$ cat src/rtl/program_loader_if.sv
// Host byte stream and icache write bus of the program loader.
// A byte transfers on a rising edge where byte_valid && byte_ready; the host may offer or withdraw at will.
interface program_loader_if #(
    parameter int ADDR_W = 8
) ();
    logic              download_program;
    logic              byte_valid;
    logic [7:0]        byte_data;
    logic              byte_ready;
    logic              wr_en;
    logic [ADDR_W-1:0] wr_addr;
    logic [15:0]       wr_data;
    logic              cpu_hold;
    logic              cpu_start;
    logic [ADDR_W:0]   load_count;
    logic              overflow;

    modport master (
        output download_program, byte_valid, byte_data,
        input  byte_ready, wr_en, wr_addr, wr_data, cpu_hold, cpu_start, load_count, overflow
    );

    modport slave (
        input  download_program, byte_valid, byte_data,
        output byte_ready, wr_en, wr_addr, wr_data, cpu_hold, cpu_start, load_count, overflow
    );
endinterface

$ cat src/rtl/program_loader.sv
// Packs a host byte stream into 16-bit instructions written to the icache while the CPU is held,
// then releases the pipeline with a one-cycle start pulse after a fixed flush window.
module program_loader #(
    parameter int ADDR_W       = 8,
    parameter int FLUSH_CYCLES = 4
) (
    input  logic                clk,
    input  logic                reset,
    program_loader_if.slave     bus,
    output logic [1:0]          dbg_state
);
    typedef enum logic [1:0] {IDLE = 2'd0, LOAD = 2'd1, FLUSH = 2'd2, RUN = 2'd3} state_e;

    localparam int FC_W = $clog2(FLUSH_CYCLES + 1);
    localparam logic [FC_W-1:0] FLUSH_LAST = FC_W'(FLUSH_CYCLES - 1);
    localparam logic [ADDR_W:0] CAPACITY = {1'b1, {ADDR_W{1'b0}}};

    state_e            state_q, state_d;
    logic [FC_W-1:0]   flush_cnt_q, flush_cnt_d;
    logic              pending_q, pending_d;
    logic [7:0]        low_q, low_d;
    logic              wr_en_q, wr_en_d;
    logic [ADDR_W-1:0] wr_addr_q, wr_addr_d;
    logic [15:0]       wr_data_q, wr_data_d;
    logic              cpu_hold_q, cpu_hold_d;
    logic              cpu_start_q, cpu_start_d;
    logic [ADDR_W:0]   load_count_q, load_count_d;
    logic              overflow_q, overflow_d;

    logic              byte_ready;
    logic              accept;
    logic              do_write;
    logic [15:0]       write_word;

    assign byte_ready = (state_q == LOAD) && bus.download_program;
    assign accept     = bus.byte_valid && byte_ready;

    always_comb begin
        state_d      = state_q;
        flush_cnt_d  = flush_cnt_q;
        pending_d    = pending_q;
        low_d        = low_q;
        wr_en_d      = 1'b0;
        wr_addr_d    = wr_addr_q;
        wr_data_d    = wr_data_q;
        load_count_d = load_count_q;
        overflow_d   = overflow_q;
        do_write     = 1'b0;
        write_word   = 16'h0000;

        case (state_q)
            IDLE, RUN: begin
                if (bus.download_program) begin
                    state_d      = LOAD;
                    load_count_d = '0;
                    overflow_d   = 1'b0;
                    pending_d    = 1'b0;
                end
            end
            LOAD: begin
                if (!bus.download_program) begin
                    // A dangling low byte is padded so it lands in the first FLUSH cycle.
                    state_d     = FLUSH;
                    flush_cnt_d = '0;
                    do_write    = pending_q;
                    write_word  = {8'h00, low_q};
                    pending_d   = 1'b0;
                end else if (accept) begin
                    if (!pending_q) begin
                        low_d     = bus.byte_data;
                        pending_d = 1'b1;
                    end else begin
                        do_write   = 1'b1;
                        write_word = {bus.byte_data, low_q};
                        pending_d  = 1'b0;
                    end
                end
            end
            FLUSH: begin
                if (flush_cnt_q == FLUSH_LAST) begin
                    state_d = RUN;
                end else begin
                    flush_cnt_d = flush_cnt_q + 1'b1;
                end
            end
            default: state_d = IDLE;
        endcase

        // A full icache drops the word but keeps counting nothing and flags overflow.
        if (do_write) begin
            if (load_count_q == CAPACITY) begin
                overflow_d = 1'b1;
            end else begin
                wr_en_d      = 1'b1;
                wr_addr_d    = load_count_q[ADDR_W-1:0];
                wr_data_d    = write_word;
                load_count_d = load_count_q + 1'b1;
            end
        end

        cpu_hold_d  = (state_d != RUN);
        cpu_start_d = (state_d == RUN) && (state_q != RUN);
    end

    always_ff @(posedge clk) begin
        if (!reset) begin
            state_q      <= IDLE;
            flush_cnt_q  <= '0;
            pending_q    <= 1'b0;
            low_q        <= 8'h00;
            wr_en_q      <= 1'b0;
            wr_addr_q    <= '0;
            wr_data_q    <= 16'h0000;
            cpu_hold_q   <= 1'b1;
            cpu_start_q  <= 1'b0;
            load_count_q <= '0;
            overflow_q   <= 1'b0;
        end else begin
            state_q      <= state_d;
            flush_cnt_q  <= flush_cnt_d;
            pending_q    <= pending_d;
            low_q        <= low_d;
            wr_en_q      <= wr_en_d;
            wr_addr_q    <= wr_addr_d;
            wr_data_q    <= wr_data_d;
            cpu_hold_q   <= cpu_hold_d;
            cpu_start_q  <= cpu_start_d;
            load_count_q <= load_count_d;
            overflow_q   <= overflow_d;
        end
    end

    assign bus.byte_ready = byte_ready;
    assign bus.wr_en      = wr_en_q;
    assign bus.wr_addr    = wr_addr_q;
    assign bus.wr_data    = wr_data_q;
    assign bus.cpu_hold   = cpu_hold_q;
    assign bus.cpu_start  = cpu_start_q;
    assign bus.load_count = load_count_q;
    assign bus.overflow   = overflow_q;
    assign dbg_state      = state_q;
endmodule

$ cat src/flat_wrapper.sv
// flat-port wrapper written by rule: the top's interface ports become plain ports
module program_loader_flat 
#(
    parameter int ADDR_W       = 8,
    parameter int FLUSH_CYCLES = 4
)
  (clk, reset, dbg_state, bus_download_program, bus_byte_valid, bus_byte_data, bus_byte_ready, bus_wr_en, bus_wr_addr, bus_wr_data, bus_cpu_hold, bus_cpu_start, bus_load_count, bus_overflow);
  program_loader_if #(.ADDR_W(ADDR_W)) bus_i ();
  input  logic clk;
  input  logic reset;
  output logic [1:0] dbg_state;
  input wire logic [$bits(bus_i.download_program)-1:0] bus_download_program;
  input wire logic [$bits(bus_i.byte_valid)-1:0] bus_byte_valid;
  input wire logic [$bits(bus_i.byte_data)-1:0] bus_byte_data;
  output wire logic [$bits(bus_i.byte_ready)-1:0] bus_byte_ready;
  output wire logic [$bits(bus_i.wr_en)-1:0] bus_wr_en;
  output wire logic [$bits(bus_i.wr_addr)-1:0] bus_wr_addr;
  output wire logic [$bits(bus_i.wr_data)-1:0] bus_wr_data;
  output wire logic [$bits(bus_i.cpu_hold)-1:0] bus_cpu_hold;
  output wire logic [$bits(bus_i.cpu_start)-1:0] bus_cpu_start;
  output wire logic [$bits(bus_i.load_count)-1:0] bus_load_count;
  output wire logic [$bits(bus_i.overflow)-1:0] bus_overflow;
  assign bus_i.download_program = bus_download_program;
  assign bus_i.byte_valid = bus_byte_valid;
  assign bus_i.byte_data = bus_byte_data;
  assign bus_byte_ready = bus_i.byte_ready;
  assign bus_wr_en = bus_i.wr_en;
  assign bus_wr_addr = bus_i.wr_addr;
  assign bus_wr_data = bus_i.wr_data;
  assign bus_cpu_hold = bus_i.cpu_hold;
  assign bus_cpu_start = bus_i.cpu_start;
  assign bus_load_count = bus_i.load_count;
  assign bus_overflow = bus_i.overflow;
  program_loader #(.ADDR_W(ADDR_W), .FLUSH_CYCLES(FLUSH_CYCLES)) u_core (.clk(clk), .reset(reset), .bus(bus_i), .dbg_state(dbg_state));
endmodule
$ cat config.mk
export PLATFORM = sky130hd
export DESIGN_NAME = program_loader_flat
export DESIGN_NICKNAME = d
export VERILOG_FILES = /design/src/rtl/program_loader_if.sv /design/src/rtl/program_loader.sv /design/src/flat_wrapper.sv
export SDC_FILE = /design/constraint.sdc
export NUM_CORES = 1
export LEC_CHECK = 0
export BUFFER_PORTS_ARGS = -buffer_cell sky130_fd_sc_hd__buf_2
export CAP_MARGIN = 15
export CORE_ASPECT_RATIO = 1.5
export CORE_MARGIN = 5
export CORE_UTILIZATION = 55
export CTS_BUF_LIST = sky130_fd_sc_hd__clkbuf_2 sky130_fd_sc_hd__clkbuf_4 sky130_fd_sc_hd__clkbuf_8
export DETAILED_ROUTE_END_ITERATION = 12
export GPL_ROUTABILITY_DRIVEN = 0
export GPL_TIMING_DRIVEN = 1
export PLACE_DENSITY = 0.88
export SETUP_SLACK_MARGIN = 0.5
export SLEW_MARGIN = 10
export SYNTH_ARGS = -nofsm -noshare
export SYNTH_HDL_FRONTEND = slang
export SYNTH_SLANG_ARGS = --single-unit
$ cat constraint.sdc
create_clock -name clk -period 2.92 [get_ports clk]
set_clock_uncertainty 0.2 [all_clocks]
set_input_delay 0 -clock clk [delete_from_list [all_inputs] [get_ports clk]]
set_output_delay 0 -clock clk [all_outputs]
set_load 0.05 [all_outputs]
Word level (Yosys, flattened, before mapping)
Cells that the tools add are included.
{ "word_totals": {"ff_bits": 51, "wordCells": 68, "output_inout_bits": 40} }
{ "op_classes": {"n_bitwise": 2, "n_reduce_logical": 12, "mux": 29, "eq_ne": 12, "n_addsub": 2} }
{ "op_table": {"columns": ["op", "n"], "rows": [
  ["2-to-1 mux 16 bit", 4],
  ["2-to-1 mux 9 bit", 4],
  ["2-to-1 mux 1 bit", 13],
  ["!= test 2 bit (second input constant)", 5],
  ["adder 9 x 1 -> 9 bit (second input constant)", 1],
  ["equality test 9 bit (second input constant)", 1],
  ["equality test 2 bit (second input constant)", 3],
  ["2-to-1 mux 2 bit", 3],
  ["2-to-1 mux 3 bit", 2],
  ["case mux 2 bit (3 select lines)", 1],
  ["case mux 3 bit (2 select lines)", 1],
  ["AND reduction 3 bit", 2],
  ["AND reduction 2 bit", 2],
  ["AND reduction 4 bit", 1],
  ["nonzero test 2 bit", 2],
  ["adder 3 x 1 -> 3 bit (second input constant)", 1],
  ["equality test 3 x 2 -> 1 bit (second input constant)", 1],
  ["logical AND 1 bit", 3],
  ["!= test 3 x 2 -> 1 bit (second input constant)", 1],
  ["equality test 2 x 1 -> 1 bit (second input constant)", 1],
  ["logical NOT 2 bit", 1],
  ["NOT 1 bit", 2],
  ["case mux 1 bit (2 select lines)", 1],
  ["OR reduction 2 bit", 1]
]} }

Logic depth before layout (Yosys ltp)
{ "logic_depth": {"depth_word": 7, "depth_mapped": 8, "ltp_nobuf": 7} }

Worst setup path before layout
OpenSTA, ideal clock, no wires.
{ "synth_timing": {"kind": "reg-to-reg", "startpoint": "register u_core.load_count_q[0], in the netlist u_core.bus.load_count[0]", "endpoint": "register u_core.load_count_q[8], in the netlist u_core.bus.load_count[8]", "path_slack_ps": 445, "synth_period_minus_slack_ps": 2475, "path_stages_with_launch": 8, "setup_time_ps": 74, "arrival_ps": 2201, "cell_sequence": "dfxtp_1 > inv_1 > ha_1 > nor4bb_1 > a211o_1 > buf_2 > or4_1 > a31oi_1"} }
{ "synth_between": {"elab_chain_cells": 3, "elab_cells_between_ends": 4, "cone_classes": "add/sub (1); eq/ne (1); mux (2)"} }
{ "synth_rtl": {"columns": ["element", "line_no", "rtl"], "rows": [
  ["start: declaration", "program_loader.sv:27", "logic [ADDR_W:0] load_count_q, load_count_d;"],
  ["start signal: assignment", "program_loader.sv:128", "load_count_q <= load_count_d;"],
  ["adder 9 x 1 -> 9 bit / equality test 9 bit (equally long branches)", "program_loader.sv:97, program_loader.sv:91", null],
  ["2-to-1 mux 9 bit *", "program_loader.sv:91", "if (load_count_q == CAPACITY) begin"],
  ["2-to-1 mux 9 bit *", "program_loader.sv:90", "if (do_write) begin"]
]} }
Mark *: on every way between the ends. The rest lies on a longest branch, timed or not.
A chain may end at the register's enable or synchronous reset.

Worst setup path after layout
{ "layout_timing": {"startpoint": "register u_core.load_count_q[0], in the netlist u_core.bus.load_count[0]", "endpoint": "register u_core.load_count_q[6], in the netlist u_core.bus.load_count[6]"} }
Same word-level chain as after synthesis.

==> flow_summary.json <==
{
  "async_flop_share": 0,
  "power_frac_comb": 0.091,
  "die_area_mm2": 0.00524,
  "p_seq_frac": 0.531,
  "die_y_um": 86.2,
  "via_count": 2041,
  "path_clk_slew_ns": 0.09,
  "port_buffers": 51,
  "root_buffer": "clkbuf_8",
  "clkSinkCount": 51,
  "synth-seq-cells": 51,
  "status": "complete, no violations",
  "path_max_fanout": 26,
  "antenna_found_initial": 0,
  "fin_ws_ns": 0.631,
  "initial_utilization": 0.573,
  "final_cell_count_no_fill": 361,
  "fin_nets": 337,
  "drt_iter0_drc": 78,
  "drt-pass1-iter-count": 5,
  "grt-ovfl-total": 0,
  "start_kind": "flip-flop",
  "final_max_slew_viol_count": 0,
  "finalCritPeriodShare": 0.784,
  "setup_viol": 0,
  "drt-total-wl_um": 5310,
  "rr_startpoint": "u_core.bus.load_count[0]$_SDFF_PN0_",
  "grt_use_total": 0.210,
  "ios": 52,
  "hold_depth": 2,
  "power_density_mw_per_mm2": 504,
  "min_to": "u_core.bus.wr_addr[6]$_SDFFE_PN0P_",
  "avgViaCountPerCell": 5.65,
  "fin_area_mm2": 0.00266,
  "synth_top_cell_area_share": 0.480,
  "worstRegToRegCells": 8,
  "rows": 27,
  "clk_latency_ns": 0.31,
  "wl_per_cell_um": 14.7,
  "ys_top_cells_by_area": "dfxtp_1, nand2_1, a21oi_1",
  "antenna_cells": 0,
  "crit_chain": "inv_1 > ha_1 > nor4bb_1 > buf_4 > a211o_4 > buf_6 > or3_1 > a31oi_1",
  "cts_tree": "yes",
  "fp.dieW_um": 60.8,
  "rrSetupSlack_ns": 0.63,
  "fmax_mhz": 437,
  "syn_area_mm2": 0.00213,
  "avgSynthCellArea_um2": 8.19,
  "yosys.area.top_type": "dfxtp_1",
  "timing.rr.end": "u_core.bus.load_count[6]$_SDFF_PN0_",
  "hp-start": "u_core.bus.wr_addr[6]$_SDFFE_PN0P_",
  "peakVddDrop_mv": 0.402,
  "post-place-ws_ns": 0.517,
  "hold_path.class": "flip-flop to flip-flop",
  "criticalPathCategory": "flip-flop to flip-flop",
  "cts-buffers-inserted": 5,
  "ant_nets": 0,
  "critPathRequiredTime_ns": 2.96,
  "grt_pass1_vias": 1868,
  "grt_pass1_wl_um": 8540,
  "cp_slowest_stage_delay_ns": 0.39,
  "synth_ff_type": "dfxtp_1",
  "power.switching_mw": 0.339,
  "intPower_mw": 1.00,
  "p_leak_nw": 1.09,
  "synth_edf_count": 0,
  "power_mw": 1.34,
  "ys_seq_area_frac": 0.480,
  "place_area_mm2": 0.00242,
  "clockBufferDepth": 2,
  "finalHoldViolCount": 0,
  "synth_common_cells": "nand2_1, dfxtp_1, a21oi_1",
  "rsz0062_at_grt": "no",
  "areaGrowthSynthToFinish_pct": 25.2,
  "worstMarginPinSlew_ns": 0.741,
  "p_clk_frac": 0.378,
  "swShare": 0.252,
  "maxCapViolations": 0,
  "synth_most_common_cell": "nand2_1",
  "yosys_warnings": 0,
  "hpwlAfterDp_um": 3510,
  "setup_tns_ns": 0,
  "crit_path_end_kind": "flip-flop",
  "critical-path-slowest-cell": "dfxtp_2",
  "core_area_mm2": 0.00372,
  "fin_crit_ns": 2.29,
  "drc": 0,
  "synthCells": 260,
  "max_slew_margin": 0.505,
  "crit_arrival_ns": 2.33,
  "synth.net_count": 280,
  "dp.cells": 342,
  "grt_max_degree": 47,
  "htreeDepth": 2,
  "drive_above_1_share": 0.226,
  "synth_cell_types": 38
}
-- placed cells by master, fill, tap and decap left out, types with 3 or more instances in the layout --
cell type,count
nand2_1,61
buf_2,51
dfxtp_1,48
a21oi_1,37
nand3_1,19
dlygate4sd3_1,11
inv_1,9
nor2_1,9
ha_1,8
nand4_1,5
clkbuf_8,5
a31oi_1,4
o211ai_1,3
o21ai_0,3
dfxtp_2,3
-- layer usage --
layer / wire (um) / GRT usage
met3: 226 / 0.0402
met4: 148 / 0.0888
met5: 0 / 0
met2: 2780 / 0.354
met1: 2160 / 0.254
-- cell type report --
class	instances	area (um2)
clock buffers	5	68.8
clock inverters	3	46.3
fillers	298	1050
inverters	10	37.5
multi-input cells	184	1030
flip-flops and latches	51	1020
well taps	43	53.8
repair buffers	65	404
-- registers in the layout (all words and copies together), names as in the netlist --
register and count:
u_core.bus.wr_data 16, u_core.bus.overflow 1, u_core.low_q 8, u_core.dbg_state 2
u_core.bus.wr_en 1, u_core.bus.wr_addr 8, u_core.flush_cnt_q 3, u_core.bus.cpu_start 1
u_core.bus.load_count 9, u_core.bus.cpu_hold 1, u_core.pending_q 1
-- repair_timing --
item | 4_1_cts | 5_1_grt
endpoints found under the hold margin | 25 | 0
hold buffers | 11 | 0
endpoints found under the setup margin | 0 | 3
resized for setup | 0 | 5
setup buffers | 0 | 0
-- power groups by stage --
stage	combinational, mW	clock, mW	sequential (mW)
global placement	0.108	0	0.728
finish	0.123	0.507	0.713
global route	0.135	0.541	0.715
floorplan	0.0620	0	0.744
detailed placement	0.109	0	0.729
CTS	0.121	0.507	0.713
-- worst max-delay path by stage --
| stage | start | end | slack [ns] | cells after the start |
|---|---|---|---|---|
| 2_1_floorplan | u_core.bus.load_count[1]$_SDFF_PN0_ | u_core.bus.load_count[8]$_SDFF_PN0_ | 0.50 | 7 |
| 3_3_place_gp | u_core.bus.load_count[1]$_SDFF_PN0_ | u_core.bus.load_count[6]$_SDFF_PN0_ | 0.62 | 8 |
| 3_5_place_dp | u_core.bus.load_count[1]$_SDFF_PN0_ | u_core.bus.load_count[6]$_SDFF_PN0_ | 0.52 | 8 |
| 4_1_cts | u_core.bus.load_count[1]$_SDFF_PN0_ | u_core.bus.load_count[6]$_SDFF_PN0_ | 0.51 | 8 |
| 5_1_grt | u_core.bus.load_count[0]$_SDFF_PN0_ | u_core.bus.load_count[6]$_SDFF_PN0_ | 0.53 | 8 |
| 6_report | u_core.bus.load_count[0]$_SDFF_PN0_ | u_core.bus.load_count[6]$_SDFF_PN0_ | 0.63 | 8 |
-- critical path: cells and delay by family (launching register included) --
family	cells	cell delay, ns
adder cells (fa/ha/maj)	1	0.18
buffers and inverters	3	0.43
AO/OA/AOI/OAI	2	0.53
AND/OR/NAND/NOR	2	0.48
flip-flops	1	0.39
-- cells by family after synthesis --
kind of cell	after synthesis	synth area share
compound gates	59	0.160
fa+ha+maj	8	0.0470
buf+inv	25	0.0482
flops	51	0.480
mux	1	0.00470
simple gates	116	0.260
-- per-stage QoR --
| stage | utilization | hold slack (ns) |
|---|---|---|
| 6_report | 0.717 | 0.257 |
| 2_1_floorplan | - | -0.0640 |
| 3_5_place_dp | 0.652 | 0.0608 |
| 3_3_place_gp | 0.652 | 0.0591 |
| 5_1_grt | 0.717 | 0.270 |
| 4_1_cts | 0.712 | 0.258 |
Note: power is estimated with default switching activity, not from simulation.
